<file path="config.mk">
export PLATFORM = sky130hd
export DESIGN_NAME = ibex_perf_counters
export DESIGN_NICKNAME = d
export VERILOG_FILES = /design/src/rtl/ibex_pkg.sv /design/src/rtl/ibex_counter.sv /design/src/rtl/ibex_perf_counters.sv
export SDC_FILE = /design/constraint.sdc
export NUM_CORES = 1
export LEC_CHECK = 0
export CAP_MARGIN = 20
export CORE_ASPECT_RATIO = 1.5
export CORE_MARGIN = 2
export CORE_UTILIZATION = 35
export DETAILED_ROUTE_END_ITERATION = 6
export HOLD_SLACK_MARGIN = 0.05
export PLACE_DENSITY = 0.62
export SYNTH_ARGS = -nofsm -noshare
export SYNTH_HDL_FRONTEND = slang
export SYNTH_SLANG_ARGS = --single-unit
</file>
<file path="constraint.sdc">
create_clock -name clk_i -period 3.58 [get_ports clk_i]
set_clock_uncertainty 0.2 [all_clocks]
set_input_delay 0.537 -clock clk_i [delete_from_list [all_inputs] [get_ports clk_i]]
set_output_delay 0.537 -clock clk_i [all_outputs]
set_load 0.02 [all_outputs]
</file>
<file path="src/rtl/ibex_pkg.sv">
// ibex_pkg (performance-counter slice)
// Purpose : shared CSR address map and counter constants for the machine
//           performance counters.
// Ports   : none (package).
package ibex_pkg;

  // CSR addresses handled by the performance-counter block.
  typedef enum logic [11:0] {
    CSR_MCOUNTINHIBIT = 12'h320,
    CSR_MCYCLE        = 12'hB00,
    CSR_MINSTRET      = 12'hB02,
    CSR_MCYCLEH       = 12'hB80,
    CSR_MINSTRETH     = 12'hB82
  } csr_num_e;

  // Counter windows: (addr & CSR_MASK_MCOUNTER) selects the low-half or
  // high-half window, and addr[4:0] selects the counter inside it.
  localparam logic [11:0] CSR_OFF_MCOUNTER  = 12'hB00;
  localparam logic [11:0] CSR_OFF_MCOUNTERH = 12'hB80;
  localparam logic [11:0] CSR_MASK_MCOUNTER = 12'hFE0;

  // mhpmcounter3..31
  localparam int unsigned MHPM_COUNTER_NUM_MAX = 29;

  // Index 1 of each counter window (time/timeh) is not owned by this block.
  function automatic logic is_counter_slot(input logic [11:0] addr, input logic [11:0] off);
    return ((addr & CSR_MASK_MCOUNTER) == off) && (addr[4:0] != 5'd1);
  endfunction

endpackage

</file>
<file path="src/rtl/ibex_counter.sv">
// ibex_counter
// Purpose : one Width-bit event counter with separately writable 32-bit
//           halves. A write to either half takes priority over an increment
//           in the same cycle. The counter wraps to zero from all-ones.
// Ports   : clk_i, rst_i  - clock, synchronous active-high reset
//           incr          - add one this cycle
//           we_lo, we_hi  - replace bits [31:0] / [Width-1:32] with wdata
//           wdata         - 32-bit write data
//           value         - current counter value
module ibex_counter
  import ibex_pkg::*;
#(
  parameter int unsigned Width = 64
) (
  input  logic             clk_i,
  input  logic             rst_i,
  input  logic             incr,
  input  logic             we_lo,
  input  logic             we_hi,
  input  logic [31:0]      wdata,
  output logic [Width-1:0] value
);

  logic [Width-1:0] value_q;
  logic [Width-1:0] value_d;
  logic [63:0]      cur_ext;
  logic [63:0]      next_ext;
  logic             unused_next_ext;

  // Work on a 64-bit view so every legal Width shares one datapath; bits
  // above Width are dropped, which also makes written high bits vanish for
  // narrow counters and turns the all-ones increment into a wrap.
  assign cur_ext = 64'(value_q);

  // Next-value selection: write wins over increment, halves written independently.
  always_comb begin
    next_ext = cur_ext;
    if (we_lo || we_hi) begin
      next_ext[31:0]  = we_lo ? wdata : cur_ext[31:0];
      next_ext[63:32] = we_hi ? wdata : cur_ext[63:32];
    end else if (incr) begin
      next_ext = cur_ext + 64'd1;
    end else begin
      next_ext = cur_ext;
    end
  end

  assign value_d         = next_ext[Width-1:0];
  assign unused_next_ext = ^(next_ext >> Width);

  // Counter register with synchronous reset.
  always_ff @(posedge clk_i) begin
    if (rst_i) begin
      value_q <= {Width{1'b0}};
    end else begin
      value_q <= value_d;
    end
  end

  assign value = value_q;

endmodule

</file>
<file path="src/rtl/ibex_perf_counters.sv">
// ibex_perf_counters
// Purpose : machine performance counters: mcycle, minstret, mhpmcounter3..31
//           and mcountinhibit, with CSR read/write access.
// Ports   : clk_i, rst_i  - clock, synchronous active-high reset
//           csr_addr_i    - CSR address being accessed
//           csr_we_i      - full-word write strobe for csr_addr_i
//           csr_wdata_i   - resolved write data
//           instr_ret_i   - one instruction retired this cycle
//           hpm_event_i   - event strobes, bit k feeds mhpmcounter(k+3)
//           csr_hit_o     - csr_addr_i belongs to this block
//           csr_rdata_o   - combinational read data (pre-update value)
module ibex_perf_counters
  import ibex_pkg::*;
#(
  parameter int unsigned MHPMCounterNum   = 0,
  parameter int unsigned MHPMCounterWidth = 40
) (
  input  logic        clk_i,
  input  logic        rst_i,
  input  logic [11:0] csr_addr_i,
  input  logic        csr_we_i,
  input  logic [31:0] csr_wdata_i,
  input  logic        instr_ret_i,
  input  logic [29:0] hpm_event_i,
  output logic        csr_hit_o,
  output logic [31:0] csr_rdata_o
);

  // Writable inhibit bits: mcycle (0), minstret (2) and implemented mhpm counters.
  localparam logic [31:0] InhibitMask =
      32'h0000_0005 | (((32'd1 << MHPMCounterNum) - 32'd1) << 3);

  logic [31:0] mcountinhibit_q;
  logic [31:0] mcountinhibit_d;
  logic [63:0] cnt_val [32];
  logic [63:0] mcycle_val;
  logic [63:0] minstret_val;
  logic        unused_hpm_event;

  // Events for unimplemented counters are deliberately dropped.
  assign unused_hpm_event = ^(hpm_event_i >> MHPMCounterNum);

  // mcountinhibit next state: masked full-word write, otherwise hold.
  always_comb begin
    if (csr_we_i && (csr_addr_i == CSR_MCOUNTINHIBIT)) begin
      mcountinhibit_d = csr_wdata_i & InhibitMask;
    end else begin
      mcountinhibit_d = mcountinhibit_q;
    end
  end

  // mcountinhibit register; gating uses this registered value, so a write
  // only affects increments from the following cycle on.
  always_ff @(posedge clk_i) begin
    if (rst_i) begin
      mcountinhibit_q <= 32'd0;
    end else begin
      mcountinhibit_q <= mcountinhibit_d;
    end
  end

  ibex_counter #(.Width(64)) u_mcycle (
    .clk_i (clk_i),
    .rst_i (rst_i),
    .incr  (~mcountinhibit_q[0]),
    .we_lo (csr_we_i && (csr_addr_i == CSR_MCYCLE)),
    .we_hi (csr_we_i && (csr_addr_i == CSR_MCYCLEH)),
    .wdata (csr_wdata_i),
    .value (mcycle_val)
  );

  ibex_counter #(.Width(64)) u_minstret (
    .clk_i (clk_i),
    .rst_i (rst_i),
    .incr  (instr_ret_i & ~mcountinhibit_q[2]),
    .we_lo (csr_we_i && (csr_addr_i == CSR_MINSTRET)),
    .we_hi (csr_we_i && (csr_addr_i == CSR_MINSTRETH)),
    .wdata (csr_wdata_i),
    .value (minstret_val)
  );

  // Read table indexed by addr[4:0]; slot 1 is never selected by the decoder.
  assign cnt_val[0] = mcycle_val;
  assign cnt_val[1] = 64'd0;
  assign cnt_val[2] = minstret_val;

  for (genvar k = 3; k < 32; k++) begin : g_mhpm
    if ((k - 3) < MHPMCounterNum) begin : g_impl
      logic [MHPMCounterWidth-1:0] value;

      ibex_counter #(.Width(MHPMCounterWidth)) u_cnt (
        .clk_i (clk_i),
        .rst_i (rst_i),
        .incr  (hpm_event_i[k-3] & ~mcountinhibit_q[k]),
        .we_lo (csr_we_i && (csr_addr_i == (CSR_OFF_MCOUNTER + 12'(k)))),
        .we_hi (csr_we_i && (csr_addr_i == (CSR_OFF_MCOUNTERH + 12'(k)))),
        .wdata (csr_wdata_i),
        .value (value)
      );

      assign cnt_val[k] = 64'(value);
    end else begin : g_none
      assign cnt_val[k] = 64'd0;
    end
  end

  // CSR read decode: returns register state before any same-cycle update.
  always_comb begin
    csr_hit_o   = 1'b0;
    csr_rdata_o = 32'd0;
    if (csr_addr_i == CSR_MCOUNTINHIBIT) begin
      csr_hit_o   = 1'b1;
      csr_rdata_o = mcountinhibit_q;
    end else if (is_counter_slot(csr_addr_i, CSR_OFF_MCOUNTER)) begin
      csr_hit_o   = 1'b1;
      csr_rdata_o = cnt_val[csr_addr_i[4:0]][31:0];
    end else if (is_counter_slot(csr_addr_i, CSR_OFF_MCOUNTERH)) begin
      csr_hit_o   = 1'b1;
      csr_rdata_o = cnt_val[csr_addr_i[4:0]][63:32];
    end else begin
      csr_hit_o   = 1'b0;
      csr_rdata_o = 32'd0;
    end
  end

endmodule

</file>
==> impl_metrics.toml <==
[floorplan]
chipWidth_um = 141
design.core.area_um2 = 28000
num_rows = 75
die_area_um2 = 29700
die_h_um = 210
start_util_pct = 35.5
io_pins = 111

[synth]
syn_area_per_cell_um2 = 7.14
synth_adder_area_share_pct = 0.252
synth_top_area_share_pct = 26.2
yosysMostFrequentCell = "nand2_1"
synth_area_leaders = "dfxtp_1 26%, mux2i_1 8.2%, nand2_1 5.7%"
synth_edf_count = 0
synth_mux_area_share_pct = 9.15
ys_seq_elements = 130
yosys.area_share.simple_pct = 32.2
yosysWarnings = 0
ys_types = 70
synth.cells.most_frequent = "151 x nand2_1, 132 x nor2_1, 130 x dfxtp_1"
async_reset_ff_share_pct = 0
synthXorXnorAreaFrac_pct = 0.177
yosysTopAreaCell = "dfxtp_1"
synth_top_family_by_area = "simple AND/OR/NAND/NOR gates"
synth_fp_nets = 1470
synth_compound_area_share_pct = 27.0
yosysSeqAreaShare_pct = 26.2
syn_inst = 1390
synth_area_um2 = 9920
synth_ff_type = "dfxtp_1"

[sta]
finalHoldViolations = 0
tightestPinTransition_ps = 885
final_max_slew_viol_count = 0
slew-limit-headroom_pct = 40.8
setup_tns_ps = 0
finalCritPeriodShare_pct = 99.0
finalWorstSetupSlack_ps = 37.3
min_period_ps = 3540
rsz0062_at_grt = "true"
fmax_mhz = 282
setup-violations-final = 0

[worst_hold_path]
min_delay_path_depth = 2
hold_path_end = "u_mcycle.value[41]"
holdCritPathClass = "reg -> reg"
hp-start = "u_mcycle.value[41]"

[pwr]
seqPwrFrac_pct = 42.5
pwr-share-comb_pct = 8.0
p_int_mw = 2.55
p_per_area_nw_per_um2 = 273
ir_drop_uv = 294
swShare_pct = 25.7
p_clk_share_pct = 49.5
p_leak_nw = 3.93
switchingPower_uw = 882

[setup_path]
crit_family = "buffers and inverters"
max_stage_delay_ps = 320
rrSetupSlack_ps = 370
critPathBufInv = 6
rr_worst_depth = 7
cp-start-kind = "input port"
cp_slowest_cell = "dlygate4sd2_1"
cp_max_fo = 11
r2r_start = "u_minstret.value[1]"
end_kind = "output port"
cp_cell_sequence = "dlygate4sd2_1, nor4bb_1, buf_4, nand2_4, nor3_4, buf_4, buf_16, buf_12, mux2i_2, o22a_1, nor2_1, dlygate4sd2_1"
critPathArrivalTime_ps = 2810
crit_type = "in -> out"
crit_required_ps = 2840
r2r-end = "u_minstret.value[58]"

[final_layout]
multi_input_area_um2 = 6960
drive_gt1_share_pct = 13.7
n_antenna_cell = 0
fin_cells = 1877
area.growth.synth_to_final_pct = 26.8
fin_area_um2 = 12600
nFillCells = 2870
num-nets-final = 1599
seqCellArea_um2 = 2600

[run]
cap_violations = 0

[clocking]
cts.sinks = 130
clkTransAtPathRegs_ps = 60
cts_tree = "built"
clock_latency_ps = 450
cts-root-buf = "clkbuf_16"
cts_max_path_buffers = 2
htree_levels = 4
cts_buffers = 17

[outcome]
status = "completed"

[global_routing]
antenna_found_initial = 0
grt_max_degree = 120
grt_util_all_layers_pct = 32.8
grt_pass1_vias = 12007
grt-ovfl-total = 0
grt_pass1_wl_um = 73300

[placed_design]
port_buffers = 80
dpl_worst_slack_ps = -445
place_area_um2 = 11800
dp_cells = 1832
routabilityCongestion = 1.00
hpwl_um = 36600

[drt]
avgViaCountPerCell = 6.56
routedWlPerCell_um = 26.1
drt_iter0_drc = 1255
routed_wl_um = 49000
dr.pass1.iters = 5
ant_nets = 0
drc = 0
vias = 12319
## power groups by stage
stage          registers [mW]  clock network (mW)  logic, mW
3_5_place_dp             1.49                   0      0.265
2_1_floorplan            1.49                   0     0.0953
5_1_grt                  1.46                1.77      0.284
6_report                 1.46                1.70      0.276
4_1_cts                  1.46                1.71      0.268
3_3_place_gp             1.49                   0      0.265
## placed cells by master (no fill, tap or decap), types with 7 or more instances in the layout
master | Yosys | final
or4_1 | 19 | 19
a21o_1 | 9 | 9
and4_1 | 11 | 10
a211oi_1 | 19 | 19
o22ai_1 | 21 | 21
buf_4 | 1 | 119
nand4_1 | 57 | 57
and2_1 | 18 | 18
nor4_1 | 35 | 35
o41ai_1 | 7 | 7
nand2_1 | 151 | 150
a22oi_1 | 26 | 26
dlygate4sd2_1 | 0 | 29
o21a_1 | 9 | 9
nor3_1 | 49 | 48
a21oi_1 | 104 | 102
clkbuf_16 | 0 | 17
o211ai_1 | 16 | 16
dfxtp_1 | 130 | 130
nand3_1 | 73 | 73
o31ai_1 | 12 | 12
mux2i_2 | 1 | 12
or3_1 | 19 | 18
buf_12 | 0 | 13
o22a_1 | 29 | 29
clkdlybuf4s50_1 | 0 | 40
a31oi_1 | 31 | 31
and3_1 | 22 | 22
a32o_1 | 8 | 8
mux2i_1 | 81 | 67
inv_1 | 21 | 21
o21ai_0 | 88 | 88
nor2_1 | 132 | 131
## cell families (layout without fill, tap and decap cells)
family | Yosys count | in the layout
compound gates | 414 | 414
simple gates | 627 | 627
mux | 88 | 88
xor+xnor | 2 | 2
buf+inv | 127 | 268
flops | 130 | 130
fa+ha+maj | 2 | 2
## area by class of cell
class                      instances  area share [%]
multi-input combinational       1133            55.3
sequential                       130            20.7
timing repair buffer             215            15.6
clock buffer                      25            3.86
tap                              346            3.44
inverter                          22           0.657
clock inverter                     6           0.438
## registers in the layout (all words and copies together) (netlist names)
| register | cells |
|---|---|
| u_mcycle.value | 64 |
| mcountinhibit_q | 2 |
| u_minstret.value | 64 |
## timing repair
item / CTS / global route
gates cloned: 1 / 0
hold buffers: 0 / 0
pin swaps: 4 / 0
setup endpoints to repair: 32 / 18
gates resized for setup: 67 / 19
setup buffers: 13 / 0
## how the worst max path moves through the flow
stage / end / startpoint / slack, ps / cells after the start
6_report: csr_rdata_o[24] / csr_addr_i[6] / 40 / 12
4_1_cts: csr_rdata_o[0] / csr_addr_i[11] / 40 / 8
5_1_grt: csr_rdata_o[21] / csr_addr_i[6] / -40 / 12
3_3_place_gp: csr_rdata_o[2] / csr_addr_i[9] / -450 / 10
2_1_floorplan: csr_rdata_o[2] / csr_addr_i[6] / 190 / 7
3_5_place_dp: csr_rdata_o[0] / csr_addr_i[9] / -440 / 11
## worst min-delay path, cell delays in order (launching register included)
cell and delay (ps):
dfxtp_1 330, nand3_1 70, a21oi_1 60
## stage by stage
stage / hold WS [ps] / power [mW] / util, %
global placement: 292 / 1.76 / 42.4
global route: 358 / 3.51 / 45.0
CTS: 310 / 3.44 / 44.9
detailed placement: 300 / 1.76 / 42.4
floorplan: 269 / 1.59 / -
finish: 313 / 3.44 / 45.0
## layer usage
| metal | wire [um] | up-vias | global-route usage, % |
|---|---|---|---|
| met5 | 0 | - | 0 |
| met4 | 4560 | 0 | 26.5 |
| met3 | 3090 | 234 | 4.38 |
| met2 | 23900 | 690 | 56.7 |
| met1 | 17500 | 5837 | 35.6 |
| li1 | - | 5558 | - |
Power figures use the tool's default switching activity.
